$ cat src/rtl/config_seq_ctrl_pkg.sv
`default_nettype none
// ---------------------------------------------------------------------------
// config_seq_pkg : shared types and constants for the config sequencer
// Rev 1.0
// ---------------------------------------------------------------------------
package config_seq_pkg;

    localparam int                C_NO_CFG_BITS = 24;
    localparam logic [23:0]       DEFAULT_CFG   = 24'hAEC9EC;
    localparam int                FAIL_CNT_W    = 8;

    typedef enum logic [2:0] {
        ST_IDLE     = 3'd0,
        ST_LOAD     = 3'd1,
        ST_START    = 3'd2,
        ST_WAIT_END = 3'd3,
        ST_DONE     = 3'd4,
        ST_FAIL     = 3'd5
    } state_e;

endpackage
`default_nettype wire

$ cat src/rtl/config_seq_ctrl_if.sv
`default_nettype none
// ---------------------------------------------------------------------------
// config_seq_ctrl_if : decoder / host / CONFIG_TX signal bundle
// Rev 1.0
// ---------------------------------------------------------------------------
interface config_seq_ctrl_if
    import config_seq_pkg::*;
#(
    parameter int W = C_NO_CFG_BITS
);
    logic                  CONFIG_EN;
    logic                  TX_END;
    logic [W-1:0]          HOST_CFG;
    logic                  HOST_CFG_VALID;
    logic                  HOST_CFG_READY;
    logic                  ERR_CLR;
    logic                  TX_START;
    logic [W-1:0]          TX_WORD;
    logic                  CONFIG_DONE;
    logic                  BUSY;
    logic                  CFG_ERROR;
    logic [W-1:0]          ACTIVE_CFG;
    logic [FAIL_CNT_W-1:0] FAIL_CNT;

    modport master (
        output CONFIG_EN, TX_END, HOST_CFG, HOST_CFG_VALID, ERR_CLR,
        input  HOST_CFG_READY, TX_START, TX_WORD, CONFIG_DONE, BUSY,
               CFG_ERROR, ACTIVE_CFG, FAIL_CNT
    );

    modport slave (
        input  CONFIG_EN, TX_END, HOST_CFG, HOST_CFG_VALID, ERR_CLR,
        output HOST_CFG_READY, TX_START, TX_WORD, CONFIG_DONE, BUSY,
               CFG_ERROR, ACTIVE_CFG, FAIL_CNT
    );
endinterface
`default_nettype wire

$ cat src/rtl/config_seq_ctrl_timeout_cnt.sv
`default_nettype none
// ---------------------------------------------------------------------------
// cfg_timeout_cnt : clear/enable cycle counter, flags TIMEOUT_CYCLES-1
// Rev 1.0
// ---------------------------------------------------------------------------
module cfg_timeout_cnt
    import config_seq_pkg::*;
#(
    parameter int TIMEOUT_CYCLES = 4096
) (
    input  wire logic clk,
    input  wire logic rst,
    input  wire logic clr_i,
    input  wire logic en_i,
    output logic      expired_o
);
    localparam int            CW     = (TIMEOUT_CYCLES > 1) ? $clog2(TIMEOUT_CYCLES) : 1;
    localparam logic [CW-1:0] C_LAST = CW'(TIMEOUT_CYCLES - 1);

    logic [CW-1:0] cnt_q;

    always_ff @(posedge clk) begin
        if (rst) begin
            cnt_q <= '0;
        end else if (clr_i) begin
            cnt_q <= '0;
        end else if (en_i) begin
            cnt_q <= cnt_q + 1'b1;
        end
    end

    assign expired_o = (cnt_q == C_LAST);
endmodule
`default_nettype wire

$ cat src/rtl/config_seq_ctrl.sv
`default_nettype none
// ---------------------------------------------------------------------------
// config_seq_ctrl : launches one CONFIG_TX transfer per config window with
//                   timeout/retry supervision and a one-deep host word slot
// Rev 1.0
// ---------------------------------------------------------------------------
module config_seq_ctrl #(
    parameter int                                  C_NO_CFG_BITS  = config_seq_pkg::C_NO_CFG_BITS,
    parameter logic [C_NO_CFG_BITS-1:0]            DEFAULT_CFG    = config_seq_pkg::DEFAULT_CFG,
    parameter int                                  TIMEOUT_CYCLES = 4096,
    parameter int                                  MAX_RETRY      = 2
) (
    input  wire logic        CLOCK,
    input  wire logic        RESET,
    config_seq_ctrl_if.slave bus
);
    import config_seq_pkg::*;

    localparam logic [2:0] S_IDLE     = ST_IDLE;
    localparam logic [2:0] S_LOAD     = ST_LOAD;
    localparam logic [2:0] S_START    = ST_START;
    localparam logic [2:0] S_WAIT_END = ST_WAIT_END;
    localparam logic [2:0] S_DONE     = ST_DONE;
    localparam logic [2:0] S_FAIL     = ST_FAIL;

    localparam int            RW           = (MAX_RETRY > 0) ? $clog2(MAX_RETRY + 1) : 1;
    localparam logic [RW-1:0] C_RETRY_LAST = RW'(MAX_RETRY);

    logic [2:0]               state_q, state_d;
    logic                     en_q;
    logic                     pend_q;
    logic [C_NO_CFG_BITS-1:0] pend_word_q;
    logic                     sent_host_q;
    logic [RW-1:0]            retry_q;
    logic [C_NO_CFG_BITS-1:0] tx_word_q;
    logic [C_NO_CFG_BITS-1:0] active_q;
    logic                     err_q;
    logic [FAIL_CNT_W-1:0]    fail_cnt_q;

    logic w_en_rise;
    logic w_expired;
    logic w_retry_ok;

    assign w_en_rise  = bus.CONFIG_EN & ~en_q;
    assign w_retry_ok = (retry_q < C_RETRY_LAST);

    cfg_timeout_cnt #(
        .TIMEOUT_CYCLES (TIMEOUT_CYCLES)
    ) u_timeout (
        .clk       (CLOCK),
        .rst       (RESET),
        .clr_i     (state_q == S_START),
        .en_i      (state_q == S_WAIT_END),
        .expired_o (w_expired)
    );

    always_comb begin
        state_d = state_q;
        case (state_q)
            S_IDLE:     if (w_en_rise) state_d = S_LOAD;
            S_LOAD:     state_d = S_START;
            S_START:    state_d = S_WAIT_END;
            S_WAIT_END: begin
                // A completion in the expiry cycle still counts as success.
                if (bus.TX_END)      state_d = S_DONE;
                else if (w_expired)  state_d = w_retry_ok ? S_START : S_FAIL;
            end
            S_DONE:     state_d = S_IDLE;
            S_FAIL:     state_d = S_IDLE;
            default:    state_d = S_IDLE;
        endcase
    end

    always_ff @(posedge CLOCK) begin
        if (RESET) begin
            state_q     <= S_IDLE;
            en_q        <= 1'b0;
            pend_q      <= 1'b0;
            pend_word_q <= '0;
            sent_host_q <= 1'b0;
            retry_q     <= '0;
            tx_word_q   <= DEFAULT_CFG;
            active_q    <= DEFAULT_CFG;
            err_q       <= 1'b0;
            fail_cnt_q  <= '0;
        end else begin
            state_q <= state_d;
            en_q    <= bus.CONFIG_EN;

            if (bus.HOST_CFG_VALID && !pend_q) begin
                pend_q      <= 1'b1;
                pend_word_q <= bus.HOST_CFG;
            end else if (state_q == S_DONE && sent_host_q) begin
                pend_q <= 1'b0;
            end

            if (state_q == S_LOAD) begin
                tx_word_q   <= pend_q ? pend_word_q : active_q;
                sent_host_q <= pend_q;
                retry_q     <= '0;
            end

            if (state_q == S_WAIT_END && !bus.TX_END && w_expired && w_retry_ok) begin
                retry_q <= retry_q + 1'b1;
            end

            if (state_q == S_WAIT_END && bus.TX_END) begin
                active_q <= tx_word_q;
            end

            // Setting the error in the FAIL cycle overrides a coincident clear.
            if (state_q == S_FAIL) begin
                err_q <= 1'b1;
                if (fail_cnt_q != {FAIL_CNT_W{1'b1}}) begin
                    fail_cnt_q <= fail_cnt_q + 1'b1;
                end
            end else if (bus.ERR_CLR) begin
                err_q <= 1'b0;
            end
        end
    end

    assign bus.HOST_CFG_READY = ~pend_q;
    assign bus.TX_START       = (state_q == S_START);
    assign bus.TX_WORD        = tx_word_q;
    assign bus.CONFIG_DONE    = (state_q == S_DONE) || (state_q == S_FAIL);
    assign bus.BUSY           = (state_q != S_IDLE);
    assign bus.CFG_ERROR      = err_q;
    assign bus.ACTIVE_CFG     = active_q;
    assign bus.FAIL_CNT       = fail_cnt_q;
endmodule
`default_nettype wire

$ cat src/flat_wrapper.sv
// flat-port wrapper written by rule: the top's interface ports become plain ports
module config_seq_ctrl_flat import config_seq_pkg::*;
#(
    parameter int                                  C_NO_CFG_BITS  = config_seq_pkg::C_NO_CFG_BITS,
    parameter logic [C_NO_CFG_BITS-1:0]            DEFAULT_CFG    = config_seq_pkg::DEFAULT_CFG,
    parameter int                                  TIMEOUT_CYCLES = 4096,
    parameter int                                  MAX_RETRY      = 2
)
  (CLOCK, RESET, bus_CONFIG_EN, bus_TX_END, bus_HOST_CFG, bus_HOST_CFG_VALID, bus_ERR_CLR, bus_HOST_CFG_READY, bus_TX_START, bus_TX_WORD, bus_CONFIG_DONE, bus_BUSY, bus_CFG_ERROR, bus_ACTIVE_CFG, bus_FAIL_CNT);
  config_seq_ctrl_if #(.W(24)) bus_i ();
  input  wire logic CLOCK;
  input  wire logic RESET;
  input wire logic [$bits(bus_i.CONFIG_EN)-1:0] bus_CONFIG_EN;
  input wire logic [$bits(bus_i.TX_END)-1:0] bus_TX_END;
  input wire logic [$bits(bus_i.HOST_CFG)-1:0] bus_HOST_CFG;
  input wire logic [$bits(bus_i.HOST_CFG_VALID)-1:0] bus_HOST_CFG_VALID;
  input wire logic [$bits(bus_i.ERR_CLR)-1:0] bus_ERR_CLR;
  output wire logic [$bits(bus_i.HOST_CFG_READY)-1:0] bus_HOST_CFG_READY;
  output wire logic [$bits(bus_i.TX_START)-1:0] bus_TX_START;
  output wire logic [$bits(bus_i.TX_WORD)-1:0] bus_TX_WORD;
  output wire logic [$bits(bus_i.CONFIG_DONE)-1:0] bus_CONFIG_DONE;
  output wire logic [$bits(bus_i.BUSY)-1:0] bus_BUSY;
  output wire logic [$bits(bus_i.CFG_ERROR)-1:0] bus_CFG_ERROR;
  output wire logic [$bits(bus_i.ACTIVE_CFG)-1:0] bus_ACTIVE_CFG;
  output wire logic [$bits(bus_i.FAIL_CNT)-1:0] bus_FAIL_CNT;
  assign bus_i.CONFIG_EN = bus_CONFIG_EN;
  assign bus_i.TX_END = bus_TX_END;
  assign bus_i.HOST_CFG = bus_HOST_CFG;
  assign bus_i.HOST_CFG_VALID = bus_HOST_CFG_VALID;
  assign bus_i.ERR_CLR = bus_ERR_CLR;
  assign bus_HOST_CFG_READY = bus_i.HOST_CFG_READY;
  assign bus_TX_START = bus_i.TX_START;
  assign bus_TX_WORD = bus_i.TX_WORD;
  assign bus_CONFIG_DONE = bus_i.CONFIG_DONE;
  assign bus_BUSY = bus_i.BUSY;
  assign bus_CFG_ERROR = bus_i.CFG_ERROR;
  assign bus_ACTIVE_CFG = bus_i.ACTIVE_CFG;
  assign bus_FAIL_CNT = bus_i.FAIL_CNT;
  config_seq_ctrl #(.C_NO_CFG_BITS(C_NO_CFG_BITS), .DEFAULT_CFG(DEFAULT_CFG), .TIMEOUT_CYCLES(TIMEOUT_CYCLES), .MAX_RETRY(MAX_RETRY)) u_core (.CLOCK(CLOCK), .RESET(RESET), .bus(bus_i));
endmodule
$ cat config.mk
export PLATFORM = sky130hd
export DESIGN_NAME = config_seq_ctrl_flat
export DESIGN_NICKNAME = d
export VERILOG_FILES = /design/src/rtl/config_seq_ctrl_pkg.sv /design/src/rtl/config_seq_ctrl_if.sv /design/src/rtl/config_seq_ctrl_timeout_cnt.sv /design/src/rtl/config_seq_ctrl.sv /design/src/flat_wrapper.sv
export SDC_FILE = /design/constraint.sdc
export NUM_CORES = 1
export LEC_CHECK = 0
export CAP_MARGIN = 10
export CORE_ASPECT_RATIO = 0.9
export CORE_MARGIN = 2
export CORE_UTILIZATION = 40
export CTS_CLUSTER_SIZE = 16
export DETAILED_ROUTE_END_ITERATION = 8
export DONT_BUFFER_PORTS = 1
export GPL_TIMING_DRIVEN = 1
export SLEW_MARGIN = 20
export SYNTH_ARGS = -nofsm -noshare
export SYNTH_HDL_FRONTEND = slang
export SYNTH_SLANG_ARGS = --single-unit
export TNS_END_PERCENT = 100
$ cat constraint.sdc
create_clock -name CLOCK -period 4.8 [get_ports CLOCK]
set_clock_uncertainty 0.1 [all_clocks]
set_input_delay 0 -clock CLOCK [delete_from_list [all_inputs] [get_ports CLOCK]]
set_output_delay 0 -clock CLOCK [all_outputs]
set_load 0.02 [all_outputs]
==> Word-level counts from Yosys, hierarchy flattened <==
Index checks and enable logic that the tools add are counted.
{ "op_classes": {"addsub": 3, "n_lt_le_gt_ge": 1, "eq_ne": 9, "muxes": 12, "n_bitwise": 3, "n_reduce_logical": 17} }
{ "ops": {"columns": ["op", "count"], "rows": [
  ["two-way mux 24 bit", 1],
  ["adder 12 x 1 -> 12 bit (second input constant)", 1],
  ["equality test 12 bit (second input constant)", 1],
  ["two-way mux 3 bit", 4],
  ["one-hot mux 3 bit (4 select lines)", 1],
  ["adder 8 x 1 -> 8 bit (second input constant)", 1],
  ["inequality test 8 bit (second input constant)", 1],
  ["equality test 3 x 2 -> 1 bit (second input constant)", 2],
  ["equality test 3 bit (second input constant)", 2],
  ["logical AND 1 bit", 6],
  ["nonzero test 2 bit", 3],
  ["two-way mux 1 bit", 4],
  ["two-way mux 2 bit", 2],
  ["AND reduction 2 bit", 2],
  ["equality test 3 x 1 -> 1 bit (second input constant)", 1],
  ["zero test 3 bit", 1],
  ["inequality test 3 x 2 -> 1 bit (second input constant)", 1],
  ["nonzero test 3 bit", 1],
  ["adder 2 x 1 -> 2 bit (second input constant)", 1],
  ["zero test 1 bit", 2],
  ["< comparator 2 bit (second input constant)", 1],
  ["inequality test 2 x 1 -> 1 bit (second input constant)", 1],
  ["NOT 1 bit", 2],
  ["OR reduction 2 bit", 1],
  ["other kinds (2)", 2]
]} }
{ "totals": {"ff_bits": 101, "out_inout_bits": 61, "elab_cells": 56} }

==> Logic depth before layout (Yosys ltp) <==
Gate-level depths: netlist (run 1).
{ "logic_depth": {"word_depth": 5, "mapped_depth": 6, "ltp_nobuf": 4} }

==> Hierarchy <==
From an unflattened synthesis (run 1), not the netlist that was laid out.
{ "hier_totals": {"cells_unflattened": 472, "hier_area_um2": 4110.2} }
{ "by_module_without_submodules": {"columns": ["module", "n_inst", "cells_each", "area_each_um2", "seq_area_each_um2"], "rows": [
  ["config_seq_ctrl", 1, 408, 3544.6, 1781.7],
  ["cfg_timeout_cnt", 1, 64, 565.5, 240.2]
]} }

==> Least setup slack after synthesis (run 1) <==
OpenSTA, ideal clock, no wires.
{ "synth_path": {"path_type": "reg-to-reg", "startpoint": "reg u_core.state_q[2]", "endpoint": "reg u_core.retry_q[0]", "arrival_time_ns": 1.541, "path_buffers": 0, "path_slack_ns": 3.036, "synth_period_minus_slack_ns": 1.764, "path_stages_with_launch": 4, "path_cell_list": "dfxtp_1 > or4b_1 > or4_1 > mux2_1"} }
{ "synth_between": {"elab_chain_cells": 5, "word_cells_on_any_way": 7, "classes_between": "eq/ne: 2; mux: 1; reduce/logical: 4"} }
{ "synth_rtl": {"columns": ["item", "line_no", "rtl"], "rows": [
  ["from (decl)", "config_seq_ctrl.sv:29", "logic [2:0] state_q, state_d;"],
  ["from (signal assigned)", "config_seq_ctrl.sv:87", "state_q <= state_d;"],
  ["equality test 3 x 2 -> 1 bit", "config_seq_ctrl.sv:103", "if (state_q == S_WAIT_END && !bus.TX_END && w_expired && w_retry_ok) begin"],
  ["logical AND 1 bit (3 in a row)", "config_seq_ctrl.sv:103", null],
  ["two-way mux 2 bit / nonzero test 2 bit (equally long branches)", null, null],
  ["to (signal assigned)", "config_seq_ctrl.sv:104", "retry_q <= retry_q + 1'b1;"],
  ["to (decl)", "config_seq_ctrl.sv:34", "logic [RW-1:0] retry_q;"]
]} }
Several ways; a longest one is shown, not always the timed one.
A chain may end at the register's enable or synchronous reset.

==> Final worst setup path (run 1) <==
{ "layout_path": {"startpoint": "reg u_core.pend_q", "endpoint": "reg u_core.pend_q"} }
{ "layout_between": {"elab_chain_cells": 3, "word_cells_on_any_way": 4, "classes_between": "mux: 1; reduce/logical: 3"} }
{ "layout_rtl": {"columns": ["item", "line_no", "rtl"], "rows": [
  ["from (decl)", "config_seq_ctrl.sv:31", "logic pend_q;"],
  ["from (signal assigned)", "config_seq_ctrl.sv:78", "pend_q <= 1'b0;"],
  ["from (signal assigned)", "config_seq_ctrl.sv:91", "pend_q <= 1'b1;"],
  ["from (signal assigned)", "config_seq_ctrl.sv:94", "pend_q <= 1'b0;"],
  ["zero test 1 bit *", "config_seq_ctrl.sv:90", "if (bus.HOST_CFG_VALID && !pend_q) begin"],
  ["logical AND 1 bit *", "config_seq_ctrl.sv:90", null],
  ["two-way mux 1 bit / nonzero test 2 bit (equally long branches)", null, null]
]} }
Mark *: on every way between the ends. The rest lies on a longest branch, timed or not.

==> flow_metrics.tcl, run 1 <==
set metrics [dict create \
    status "completed" \
    dr_pass1_iterations 4 \
    syn_avg_cell_area_sq_um 8.45 \
    synth-seq-cells 101 \
    final_critical_path_setup_slack_ns 2.12 \
    clkSinkCount 101 \
    globalRoute.totalOverflow 0 \
    cts.htree.levels 3 \
    grt_pass1_wl_um 16200 \
    dieWidth_um 112 \
    fmaxAchievable_mhz 374 \
    power.share.switching_pct 29.1 \
    grtUsageTotal_pct 17.6 \
    share_seq_of_total_power_pct 51.6 \
    grt_start_max_net_pins 67 \
    route.final.wire_length_um 10000 \
    power.switching_mw 0.576 \
    number_of_antenna_repair_diodes 0 \
    place_congestion 0.832 \
    tritoncts.num_buffers 9 \
    slew_headroom_pct 33.9 \
    finalSetupViolCount 0 \
    mappedNetlistArea_sq_um 4180 \
    ir_worst_vdd_mv 0.181 \
    pwr-share-comb_pct 10.7 \
    min_delay_path_depth 3 \
    dr.first_iter.drc_count 142 \
    layout.nets 534 \
    timing.hold.ws_ns 0.0383 \
    initial_core_util_pct 40.9 \
    synthDominantCellAreaShare_pct 48.4 \
    post_detailed_placement_half_perimeter_wirelength_um 6400 \
    synthTopCellsByArea "sky130_fd_sc_hd__dfxtp_1 (48%), sky130_fd_sc_hd__nand2_1 (11%), sky130_fd_sc_hd__mux2i_1 (7.0%), sky130_fd_sc_hd__a21oi_1 (5.6%), sky130_fd_sc_hd__o211ai_1 (2.9%)" \
    cts.clk_slew.worst_paths_ns 0.08 \
    post_cts_resize_count 0 \
    slew_violations 0 \
    synthToLayoutAreaGrowth_pct 16.4 \
    antenna_violating_nets_post_route 0 \
    post_cts_buffers 0 \
    fp.dieArea_sq_um 11300 \
    cap_violations 0 \
    period_minus_slack_ns 2.68 \
    insertion_delay_of_the_later_clocked_pin_in_the_worst_skew_pair_ns 0.35 \
    worst_setup_path_start_kind "flip-flop" \
    floorplan.core_area_sq_um 10200 \
    async_flop_share_pct 0 \
    yosysUniqueCellTypes 43 \
    die-height_um 101 \
    clock_tree.buffer_depth 2 \
    place_ws_ns 2.59 \
    final_min_period_over_clock_period_pct 55.7 \
    via_count_of_the_first_global_routing_pass 3223 \
    post-route-drc-count 0 \
    tritoncts "done" \
    yosysWarningCount 0 \
    route.vias.total 3485 \
    cts_hold_buf 31 \
    p_int_mw 1.41 \
    dominantRegCellSynth "sky130_fd_sc_hd__dfxtp_1" \
    synth_enable_flop_cells 0 \
    drive_above_1_share_pct 5.13 \
    std_cell_rows 35 \
    hold_violations 0 \
    timing.critical_path.fanout_max 29 \
    stdcell_area_sq_um 4860 \
    clock-root-buffer "sky130_fd_sc_hd__clkbuf_16" \
    reg2reg_depth 3 \
    power.density_cell_area_nw_per_um2 408 \
    place.port_buffers 0 \
    leakage_nw 1.81 \
    crit_type "reg2reg" \
    finalSetupTns_ns 0 \
    hold_path.class "in2reg" \
    synth.net_count 526 \
    synthCells 494 \
    power.share.clock_pct 37.7 \
    place.detailed.instances 589 \
    worst_ep_required_time_ns 4.93 \
    via_per_inst 5.48 \
    seq_area_frac_synth_pct 48.4 \
    finalNonFillerCells 636 \
    grt_antenna_before_repair 0 \
    end_kind "flip-flop" \
    grt_setup_unrepaired "no" \
    detail_route.wl_per_cell_um 15.7 \
    total_power_mw 1.98 \
    cp_arrival_ns 2.81 \
    detailed_place.area_sq_um 4230 \
    final_util_pct 47.6 \
    synth_top_cell_by_area "sky130_fd_sc_hd__dfxtp_1" \
    io_pins 91 \
    max_slew.worst_pin.slew_ns 0.990 \
]
per-layer routing:
metal	GRT usage (%)	vias up	share of wire [%]
li1	-	1741	-
met1	23.7	1643	47
met2	26.7	88	45
met3	5.23	13	6.1
met4	7.22	0	1.8
met5	0	-	0
Yosys cell counts, drive strengths merged, types with 2 or more instances:
cell type	n
and4	2
o31ai	5
mux2	3
or3	3
a211oi	14
nand3	22
a41oi	2
nor2	18
or3b	3
nand2b	4
or4	5
nand4	4
ha	2
inv	6
o21ai	3
mux2i	29
nand3b	7
buf	9
and2	4
o211ai	16
nand4b	3
a21oi	47
and3	3
dfxtp	101
a311oi	2
nor2b	8
nand2	125
clkbuf	28
nor4	5
logic make-up after synthesis:
logic type                 count (synthesis)  share of synthesized area, %
adders and majority gates                  2                         0.599
and+or+nand+nor                          221                          25.0
xor gates and xnor gates                   1                         0.210
DFF                                      101                          48.4
buffers and inverters                     43                          3.98
AOI/OAI and AO/OA                         94                          14.1
muxes                                     32                          7.76
power by group through the flow:
stage | clock (mW) | combinational (mW) | sequential, mW
final | 0.747 | 0.213 | 1.02
after global routing | 0.798 | 0.244 | 1.03
after CTS | 0.764 | 0.216 | 1.02
after detailed placement | 0 | 0.183 | 1.04
after global placement | 0 | 0.177 | 1.04
after floorplan | 0 | 0.181 | 1.00
flip-flops by register name, summed over array words and instances, names as in the netlist:
register	count
u_core.sent_host_q	1
u_core.pend_word_q	24
u_core.u_timeout.cnt_q	12
u_core.bus.CFG_ERROR	1
u_core.retry_q	2
u_core.bus.TX_WORD	24
u_core.state_q	3
u_core.bus.FAIL_CNT	8
u_core.bus.ACTIVE_CFG	24
u_core.en_q	1
u_core.pend_q	1
cell type report:
type	count	area, sq um
clock inverters	6	77.6
inverters	6	22.5
fillers	974	5340
flip-flops and latches	101	2020
well taps	129	161
multi-input cells	350	2000
repair buffers	34	350
clock buffers	10	229
worst paths after layout:
check / startpoint / endpoint / slack, ns
max: u_core.pend_q$_SDFFE_PP0P_ / u_core.pend_q$_SDFFE_PP0P_ / 2.12
max reg2reg: u_core.pend_q$_SDFFE_PP0P_ / u_core.pend_q$_SDFFE_PP0P_ / 2.12
min: bus_HOST_CFG_VALID / u_core.pend_word_q[16]$_SDFFE_PP0P_ / 0.04
min reg2reg: u_core.pend_word_q[17]$_SDFFE_PP0P_ / u_core.pend_word_q[17]$_SDFFE_PP0P_ / 0.36
cells in the final DEF, fill, tap and decap left out, drive strengths merged, types with 7 or more instances in the layout:
cell	synthesis	final
a211oi	14	14
a21oi	47	47
clkbuf	28	10
dfxtp	101	101
dlygate4sd3	0	30
inv	6	9
mux2i	29	29
nand2	125	125
nand3	22	22
nand3b	7	7
nor2	18	18
nor2b	8	8
o211ai	16	16
worst max-delay path: stages (launching register included):
cell and delay (ns):
sky130_fd_sc_hd__dfxtp_2 0.90, sky130_fd_sc_hd__nand2b_1 0.81, sky130_fd_sc_hd__a21oi_1 0.13, sky130_fd_sc_hd__dlygate4sd3_1 0.59
No activity file was read; power rests on OpenSTA's default activity.
==> inputs of run 2 (changes only) <==
Clock period 4.8 ns to 2.7 ns, I/O delays scaled along.
==> run 2 against run 1 <==
  * Power grew 74%
  * Sequential cell count is the same
  * Clock power grew 67%
  * Combinational power grew 88%
  * Hold slack gained 0.083 ns
  * Critical endpoint is now u_core.retry_q[0]$_SDFFE_PP0P_
  * Core utilization is essentially flat
==> flow_metrics.tcl, run 2 (synthesized netlist as in run 1, its figures left out) <==
set metrics [dict create \
    ir_worst_vdd_mv 0.396 \
    place.port_buffers 0 \
    grt_pass1_wl_um 16800 \
    leakage_nw 1.82 \
    cp_arrival_ns 2.19 \
    fmaxAchievable_mhz 483 \
    detail_route.wl_per_cell_um 15.8 \
    post-route-drc-count 0 \
    finalSetupTns_ns 0 \
    synthToLayoutAreaGrowth_pct 16.4 \
    post_cts_buffers 0 \
    antenna_violating_nets_post_route 0 \
    finalSetupViolCount 0 \
    std_cell_rows 35 \
    slew_violations 0 \
    number_of_antenna_repair_diodes 0 \
    grt_setup_unrepaired "no" \
    route.vias.total 3486 \
    fp.dieArea_sq_um 11300 \
    mostFrequentLayoutCell "sky130_fd_sc_hd__nand2_1" \
    worst_setup_path_start_kind "flip-flop" \
    layout.nets 538 \
    dr.first_iter.drc_count 170 \
    insertion_delay_of_the_later_clocked_pin_in_the_worst_skew_pair_ns 0.33 \
    timing.hold.ws_ns 0.121 \
    dieWidth_um 112 \
    hold_path.class "in2reg" \
    via_count_of_the_first_global_routing_pass 3353 \
    mostFrequentLayoutCells "sky130_fd_sc_hd__nand2_1 (125), sky130_fd_sc_hd__dfxtp_1 (100), sky130_fd_sc_hd__a21oi_1 (47)" \
    place_congestion 0.804 \
    tritoncts "done" \
    cts.htree.levels 3 \
    via_per_inst 5.46 \
    worst_ep_required_time_ns 2.82 \
    drive_above_1_share_pct 5.69 \
    multi_input_area_sq_um 2000 \
    clock_tree.buffer_depth 2 \
    cts_hold_buf 30 \
    grt_start_max_net_pins 67 \
    io_pins 91 \
    final_min_period_over_clock_period_pct 76.7 \
    globalRoute.totalOverflow 0 \
    post_detailed_placement_half_perimeter_wirelength_um 6450 \
    grtUsageTotal_pct 18.4 \
    initial_core_util_pct 40.9 \
    grt_antenna_before_repair 0 \
    floorplan.core_area_sq_um 10200 \
    cts.clk_slew.worst_paths_ns 0.07 \
    clock-root-buffer "sky130_fd_sc_hd__clkbuf_16" \
    end_kind "flip-flop" \
    die-height_um 101 \
    cap_violations 0 \
    crit_type "reg2reg" \
    clkSinkCount 101 \
    timing.critical_path.fanout_max 17 \
    dr_pass1_iterations 4 \
    power.density_cell_area_nw_per_um2 710 \
    route.final.wire_length_um 10100 \
    status "completed" \
    fillCellCount 1006 \
    post_cts_resize_count 0 \
    slew_headroom_pct 41.5 \
    max_slew.worst_pin.slew_ns 0.877 \
    total_power_mw 3.45 \
    period_minus_slack_ns 2.07 \
    hold_violations 0 \
    tritoncts.num_buffers 9 \
    register_area_sq_um 2020 \
]
==> run 2: metal layers <==
metal | vias up | track usage, % | part of all wire, %
met5 | - | 0 | 0
li1 | 1743 | - | -
met1 | 1646 | 22.7 | 46
met2 | 87 | 30.6 | 47
met4 | 0 | 4.18 | 1.0
met3 | 10 | 7.10 | 5.8
==> run 2: critical path, stage by stage, from the launching register on <==
cell and delay, ns:
sky130_fd_sc_hd__dfxtp_1 0.63, sky130_fd_sc_hd__or4b_1 0.46, sky130_fd_sc_hd__or4_1 0.44, sky130_fd_sc_hd__mux2_1 0.33
==> run 2: metrics by stage <==
| stage | util [%] | cells | setup WS (ns) | cell area (sq um) |
|---|---|---|---|---|
| 2_1_floorplan | - | 494 | 0.936 | 4180 |
| 3_3_place_gp | 41.8 | 594 | 0.710 | 4260 |
| 3_5_place_dp | 41.8 | 594 | 0.671 | 4260 |
| 4_1_cts | 47.7 | 639 | 0.653 | 4860 |
| 5_1_grt | 47.7 | 639 | 0.495 | 4860 |
| 6_report | 47.7 | 639 | 0.630 | 4860 |
==> run 2: path summary, 6_finish.rpt <==
path,start,end,slack (ns),cells after the start
worst max-delay path,u_core.state_q[0]$_SDFFE_PP0P_,u_core.retry_q[0]$_SDFFE_PP0P_,0.63,3
worst min-delay path,bus_TX_END,u_core.bus.ACTIVE_CFG[20]$_SDFFE_PP0P_,0.12,4
worst min register to register,u_core.pend_word_q[0]$_SDFFE_PP0P_,u_core.pend_word_q[0]$_SDFFE_PP0P_,0.35,2
worst max register to register,u_core.state_q[0]$_SDFFE_PP0P_,u_core.retry_q[0]$_SDFFE_PP0P_,0.63,3
==> run 2: cell type report <==
cell class,instances,share of cell area [%]
multi-input combinational,350,41.0
timing repair buffer,38,7.77
tap,129,3.32
sequential,101,41.6
clock inverter,4,1.00
clock buffer,11,4.79
inverter,6,0.463
==> run 2: power breakdown <==
| group | leakage [nW] | internal, mW | switching (mW) | total (mW) |
|---|---|---|---|---|
| Combinational | 0.857 | 0.168 | 0.233 | 0.401 |
| Clock | 0.140 | 0.715 | 0.537 | 1.25 |
| Sequential | 0.824 | 1.60 | 0.203 | 1.80 |
| Total | 1.82 | 2.48 | 0.973 | 3.45 |
